**config.mk**
```make
export PLATFORM = sky130hd
export DESIGN_NAME = melody_seq
export DESIGN_NICKNAME = d
export VERILOG_FILES = /design/src/rtl/melody_seq.sv
export SDC_FILE = /design/constraint.sdc
export NUM_CORES = 1
export LEC_CHECK = 0
export ABC_CLOCK_PERIOD_IN_PS = 7900
export BUFFER_PORTS_ARGS = -buffer_cell sky130_fd_sc_hd__buf_2
export CAP_MARGIN = 0
export CORE_ASPECT_RATIO = 0.6
export CORE_MARGIN = 4
export CORE_UTILIZATION = 35
export DETAILED_ROUTE_END_ITERATION = 16
export SYNTH_ARGS = -nofsm -noshare
export SYNTH_HDL_FRONTEND = slang
export SYNTH_SLANG_ARGS = --single-unit
```
**constraint.sdc**
```tcl
create_clock -name clk -period 7.9 [get_ports clk]
set_input_delay 1.185 -clock clk [delete_from_list [all_inputs] [get_ports clk]]
set_output_delay 1.185 -clock clk [all_outputs]
set_load 0.1 [all_outputs]
```
**src/rtl/melody_seq.sv**
```systemverilog
// melody_seq: table-driven melody sequencer feeding the clkgen/sine/dac tone chain.
// Plays (pitch, duration) entries one-shot or looped with tick-exact note timing.
module melody_seq #(
    parameter int PITCH_BITWIDTH = 9,
    parameter int DUR_BITWIDTH   = 13,
    parameter int ADDR_BITWIDTH  = 5,
    parameter int TICK_BITWIDTH  = 11
) (
    input  logic                      clk,
    input  logic                      reset,
    input  logic [TICK_BITWIDTH-1:0]  tick_maxval,
    input  logic                      wr_en,
    input  logic [ADDR_BITWIDTH-1:0]  wr_addr,
    input  logic [PITCH_BITWIDTH-1:0] wr_pitch,
    input  logic [DUR_BITWIDTH-1:0]   wr_duration,
    input  logic [ADDR_BITWIDTH:0]    length,
    input  logic                      loop_en,
    input  logic                      start,
    input  logic                      stop,
    output logic                      busy,
    output logic [PITCH_BITWIDTH-1:0] pitch,
    output logic                      gate,
    output logic                      note_start,
    output logic [ADDR_BITWIDTH-1:0]  note_index,
    output logic                      done
);

    localparam int DEPTH = 1 << ADDR_BITWIDTH;
    localparam int EW    = PITCH_BITWIDTH + DUR_BITWIDTH;
    localparam int LW    = ADDR_BITWIDTH + 1;

    typedef enum logic [1:0] {IDLE, FETCH, PLAY} state_t;

    state_t                      state;
    logic [EW-1:0]               mem [DEPTH];
    logic [EW-1:0]               rd_data;
    logic [ADDR_BITWIDTH-1:0]    rd_addr;
    logic [ADDR_BITWIDTH-1:0]    idx;
    logic [ADDR_BITWIDTH-1:0]    next_idx;
    logic [LW-1:0]               len_q;
    logic [LW-1:0]               len_clamp;
    logic                        loop_q;
    logic [TICK_BITWIDTH-1:0]    tick_ctr;
    logic [TICK_BITWIDTH-1:0]    tick_m;
    logic [DUR_BITWIDTH-1:0]     dur_ctr;
    logic [DUR_BITWIDTH-1:0]     dur_q;
    logic [PITCH_BITWIDTH-1:0]   rd_pitch;
    logic [DUR_BITWIDTH-1:0]     rd_dur;
    logic [DUR_BITWIDTH-1:0]     rd_dur_eff;
    logic                        tick;
    logic                        last;
    logic                        boundary;

    assign tick_m = (tick_maxval < TICK_BITWIDTH'(2))
                  ? TICK_BITWIDTH'(2) : tick_maxval;
    assign tick   = (tick_ctr == tick_m - TICK_BITWIDTH'(1));

    assign len_clamp = (length > LW'(DEPTH)) ? LW'(DEPTH) : length;
    assign last      = ({1'b0, idx} == len_q - LW'(1));
    assign next_idx  = last ? '0 : idx + ADDR_BITWIDTH'(1);
    assign boundary  = (state == PLAY) && tick
                     && (dur_ctr == dur_q - DUR_BITWIDTH'(1));

    // Entry 0 is read while idle; during a sequence the next note is prefetched.
    assign rd_addr    = (state == IDLE) ? '0 : next_idx;
    assign rd_pitch   = rd_data[EW-1:DUR_BITWIDTH];
    assign rd_dur     = rd_data[DUR_BITWIDTH-1:0];
    assign rd_dur_eff = (rd_dur == '0) ? DUR_BITWIDTH'(1) : rd_dur;

    // Note table: synchronous write, synchronous read-before-write, never cleared.
    always_ff @(posedge clk) begin
        if (wr_en) begin
            mem[wr_addr] <= {wr_pitch, wr_duration};
        end
        rd_data <= mem[rd_addr];
    end

    // Sequencer FSM with tick/duration counters and registered outputs.
    always_ff @(posedge clk) begin
        if (reset) begin
            state      <= IDLE;
            idx        <= '0;
            len_q      <= '0;
            loop_q     <= 1'b0;
            tick_ctr   <= '0;
            dur_ctr    <= '0;
            dur_q      <= '0;
            busy       <= 1'b0;
            pitch      <= '0;
            gate       <= 1'b0;
            note_start <= 1'b0;
            done       <= 1'b0;
        end else begin
            note_start <= 1'b0;
            done       <= 1'b0;
            if (stop) begin
                state    <= IDLE;
                idx      <= '0;
                tick_ctr <= '0;
                dur_ctr  <= '0;
                busy     <= 1'b0;
                pitch    <= '0;
                gate     <= 1'b0;
            end else begin
                unique case (state)
                    IDLE: begin
                        if (start && (length != '0)) begin
                            len_q  <= len_clamp;
                            loop_q <= loop_en;
                            idx    <= '0;
                            busy   <= 1'b1;
                            state  <= FETCH;
                        end
                    end
                    FETCH: begin
                        pitch      <= rd_pitch;
                        gate       <= (rd_pitch != '0);
                        dur_q      <= rd_dur_eff;
                        note_start <= 1'b1;
                        tick_ctr   <= '0;
                        dur_ctr    <= '0;
                        state      <= PLAY;
                    end
                    PLAY: begin
                        tick_ctr <= tick ? '0 : tick_ctr + TICK_BITWIDTH'(1);
                        if (boundary) begin
                            dur_ctr <= '0;
                            if (!last || loop_q) begin
                                idx        <= next_idx;
                                pitch      <= rd_pitch;
                                gate       <= (rd_pitch != '0);
                                dur_q      <= rd_dur_eff;
                                note_start <= 1'b1;
                            end else begin
                                state <= IDLE;
                                idx   <= '0;
                                busy  <= 1'b0;
                                pitch <= '0;
                                gate  <= 1'b0;
                                done  <= 1'b1;
                            end
                        end else if (tick) begin
                            dur_ctr <= dur_ctr + DUR_BITWIDTH'(1);
                        end
                    end
                    default: state <= IDLE;
                endcase
            end
        end
    end

    assign note_index = idx;

endmodule
```
==> impl_metrics.yaml <==
status:
  outcome: "complete, no violations"
power_and_ir_drop:
  seq_power_share: 0.548
  switching_share: 0.216
  clkPwrFrac: 0.407
  p_int_mw: 6.62
  switching_power_mw: 1.82
  comb_power_share: 0.045
  cellLeakagePower_nw: 11.1
  ir_worst_vdd_uv: 160
  power.density_nw_per_um2: 235
placed_design:
  portBuffers: 67
  dp_cells: 3433
  place_hpwl_um: 56700
  gp_congestion: 0.882
  place_ws_ns: 2.30
grt:
  grt_max_degree: 79
  grt_usage: 0.187
  antenna_found_initial: 8
  grt_pass1_vias: 19338
  grt_pass1_wl_um: 132000
  overflow: 0
flow_run:
  cap_violations: 0
sta:
  fin_crit_ns: 5.02
  rsz0062_at_grt: "false"
  tns_ns: 0
  worst_pin_slew_ns: 1.31
  holdWs_ns: 0.480
  finalSetupViolations: 0
  final_max_slew_viol_count: 0
  fin_skew_ns: 0.0274
  layout_setup_ws_ns: 2.88
  fmaxAchievable_mhz: 199
  hold_viol: 0
  slew_headroom: 0.128
  period_share: 0.635
clock_tree:
  h-tree-depth: 3
  cts_resized: 0
  post_cts_buffers: 0
  cts_tree: "yes"
  clk_pin_slew_ns: 0.07
  cts_buffer_depth: 3
  ctsHoldBuffers: 0
  root_buffer: "clkbuf_16"
  cts_made_buffers: 72
  clk_latency_ns: 0.64
  cts.sinks: 790
die:
  die_width_um: 397
  die-area_sq_um: 95900
  ios: 68
  die_y_um: 241
  rows: 85
  placeableCoreArea_sq_um: 89900
  start_util: 0.354
route:
  vias: 20233
  drtPass1Iterations: 5
  final_antenna_net_count: 0
  routedWlPerCell_um: 25.6
  viasPerCell: 5.68
  drc: 0
  wirelength_um: 91200
  drt_iter0_drc: 2418
logic_synthesis:
  ys_top_cells_by_count: "704 x edfxtp_1, 205 x nand2_1, 124 x nor2_1"
  ys_async_sr_fraction: 0
  ys_ff_latch: 790
  yosysWarnings: 0
  synth-edff-count: 704
  synth_area_per_cell_sq_um: 14.3
  syn_area_sq_um: 31800
  yosysMostFrequentCell: "edfxtp_1"
  syn-num-nets: 2286
  synth_top_area_cell: "edfxtp_1"
  synth_cells: 2227
  ys_seq_area_frac: 0.719
  ys.flop_type: "edfxtp_1"
  ys_types: 85
  ys_top_cells_by_area: "edfxtp_1 67%, dfxtp_1 5.4%, mux2i_1 3.4%"
  synth_top_area_share: 0.665
layout:
  nets: 2348
  fin_cells: 3564
  syn_to_final_growth_pct: 13.3
  drive_gt1_frac: 0.145
setup_path:
  reg2reg_from: "len_q[0]"
  crit_path_max_fanout: 13
  crit_start: "tick_maxval[7]"
  worstSetupPathType: "input port to flip-flop"
  crit_arrival_ns: 5.53
  end_kind: "flip-flop"
  startpoint_type: "input port"
  worstPathRequired_ns: 8.41
worst_hold_path:
  min-delay-start: "pitch[4]"
  hp-class: "flip-flop to flip-flop"
-- critical path, cell delays in order --
cell and delay, ns:
buf_2 0.13, nor4_1 0.61, nand3_1 0.21, nand2_1 0.11, ha_1 0.19, or4b_1 0.50
or4_4 0.48, or3_4 0.41, a21oi_4 0.31, and4_1 0.33, o21ba_1 0.67, mux2_1 0.38
-- cells by family (layout without fill, tap and decap cells) --
logic type	Yosys count	in the layout	synth area share
compound gates	487	487	0.106
xor+xnor	38	38	0.0105
fa+ha+maj	9	9	0.00354
buf+inv	152	268	0.0193
flops	790	790	0.719
mux	153	153	0.0500
other cells	0	3	0
simple gates	598	598	0.0911
-- through the flow --
stage	cell area (sq um)	utilization	power, mW
after CTS	36000	0.400	8.49
after detailed placement	33700	0.375	5.09
after global placement	33700	0.375	5.08
after floorplan	31800	-	4.90
after global routing	36000	0.400	8.70
final	36000	0.401	8.44
-- final timing paths --
path                  to  slack, ns  depth (start not counted)
max             dur_q[0]       2.88                         12
max reg2reg  rd_data[17]       3.35                         11
min reg2reg     pitch[4]       0.48                          1
min             pitch[4]       0.48                          1
-- state kept, by name, summed over array words and instances (netlist names), 2 cells and up --
name / flops
tick_ctr: 11
rd_data: 22
len_q: 6
state: 2
dur_q: 13
pitch: 9
note_index: 5
mem: 704
dur_ctr: 13
-- area by class of cell --
class / instances / area [sq um]
multi-input cells: 1285 / 8510
repair buffers: 126 / 791
clock inverters: 31 / 314
inverters: 14 / 52.6
diodes: 3 / 7.51
flip-flops and latches: 790 / 22900
well taps: 1218 / 1520
fillers: 8196 / 53900
clock buffers: 97 / 1940
-- layer usage --
| layer | part of all wire | global-route usage | vias to the layer above | wire [um] |
|---|---|---|---|---|
| li1 | - | - | 8857 | - |
| met1 | 0.44 | 0.283 | 10179 | 40500 |
| met2 | 0.41 | 0.261 | 1076 | 37600 |
| met3 | 0.13 | 0.0618 | 121 | 11600 |
| met4 | 0.016 | 0.0394 | 0 | 1450 |
| met5 | 0 | 0 | - | 0 |
-- cell usage in the layout, fill, tap and decap left out, drive strengths merged, types with 71 or more instances in the layout --
cell and instances:
dfxtp 86, nand3 92, mux2i 108, o21ai 97, buf 126, edfxtp 704, a21oi 71, nor2 124
a221oi 84, nand2 205, clkbuf 97
-- power by group through the flow --
stage | Sequential [mW] | Clock [mW] | Combinational [mW]
after CTS | 4.62 | 3.49 | 0.376
after global placement | 4.71 | 0 | 0.364
after global routing | 4.63 | 3.66 | 0.409
after detailed placement | 4.71 | 0 | 0.375
after floorplan | 4.72 | 0 | 0.181
final | 4.62 | 3.44 | 0.382
Note: power is estimated with default switching activity, not from simulation.
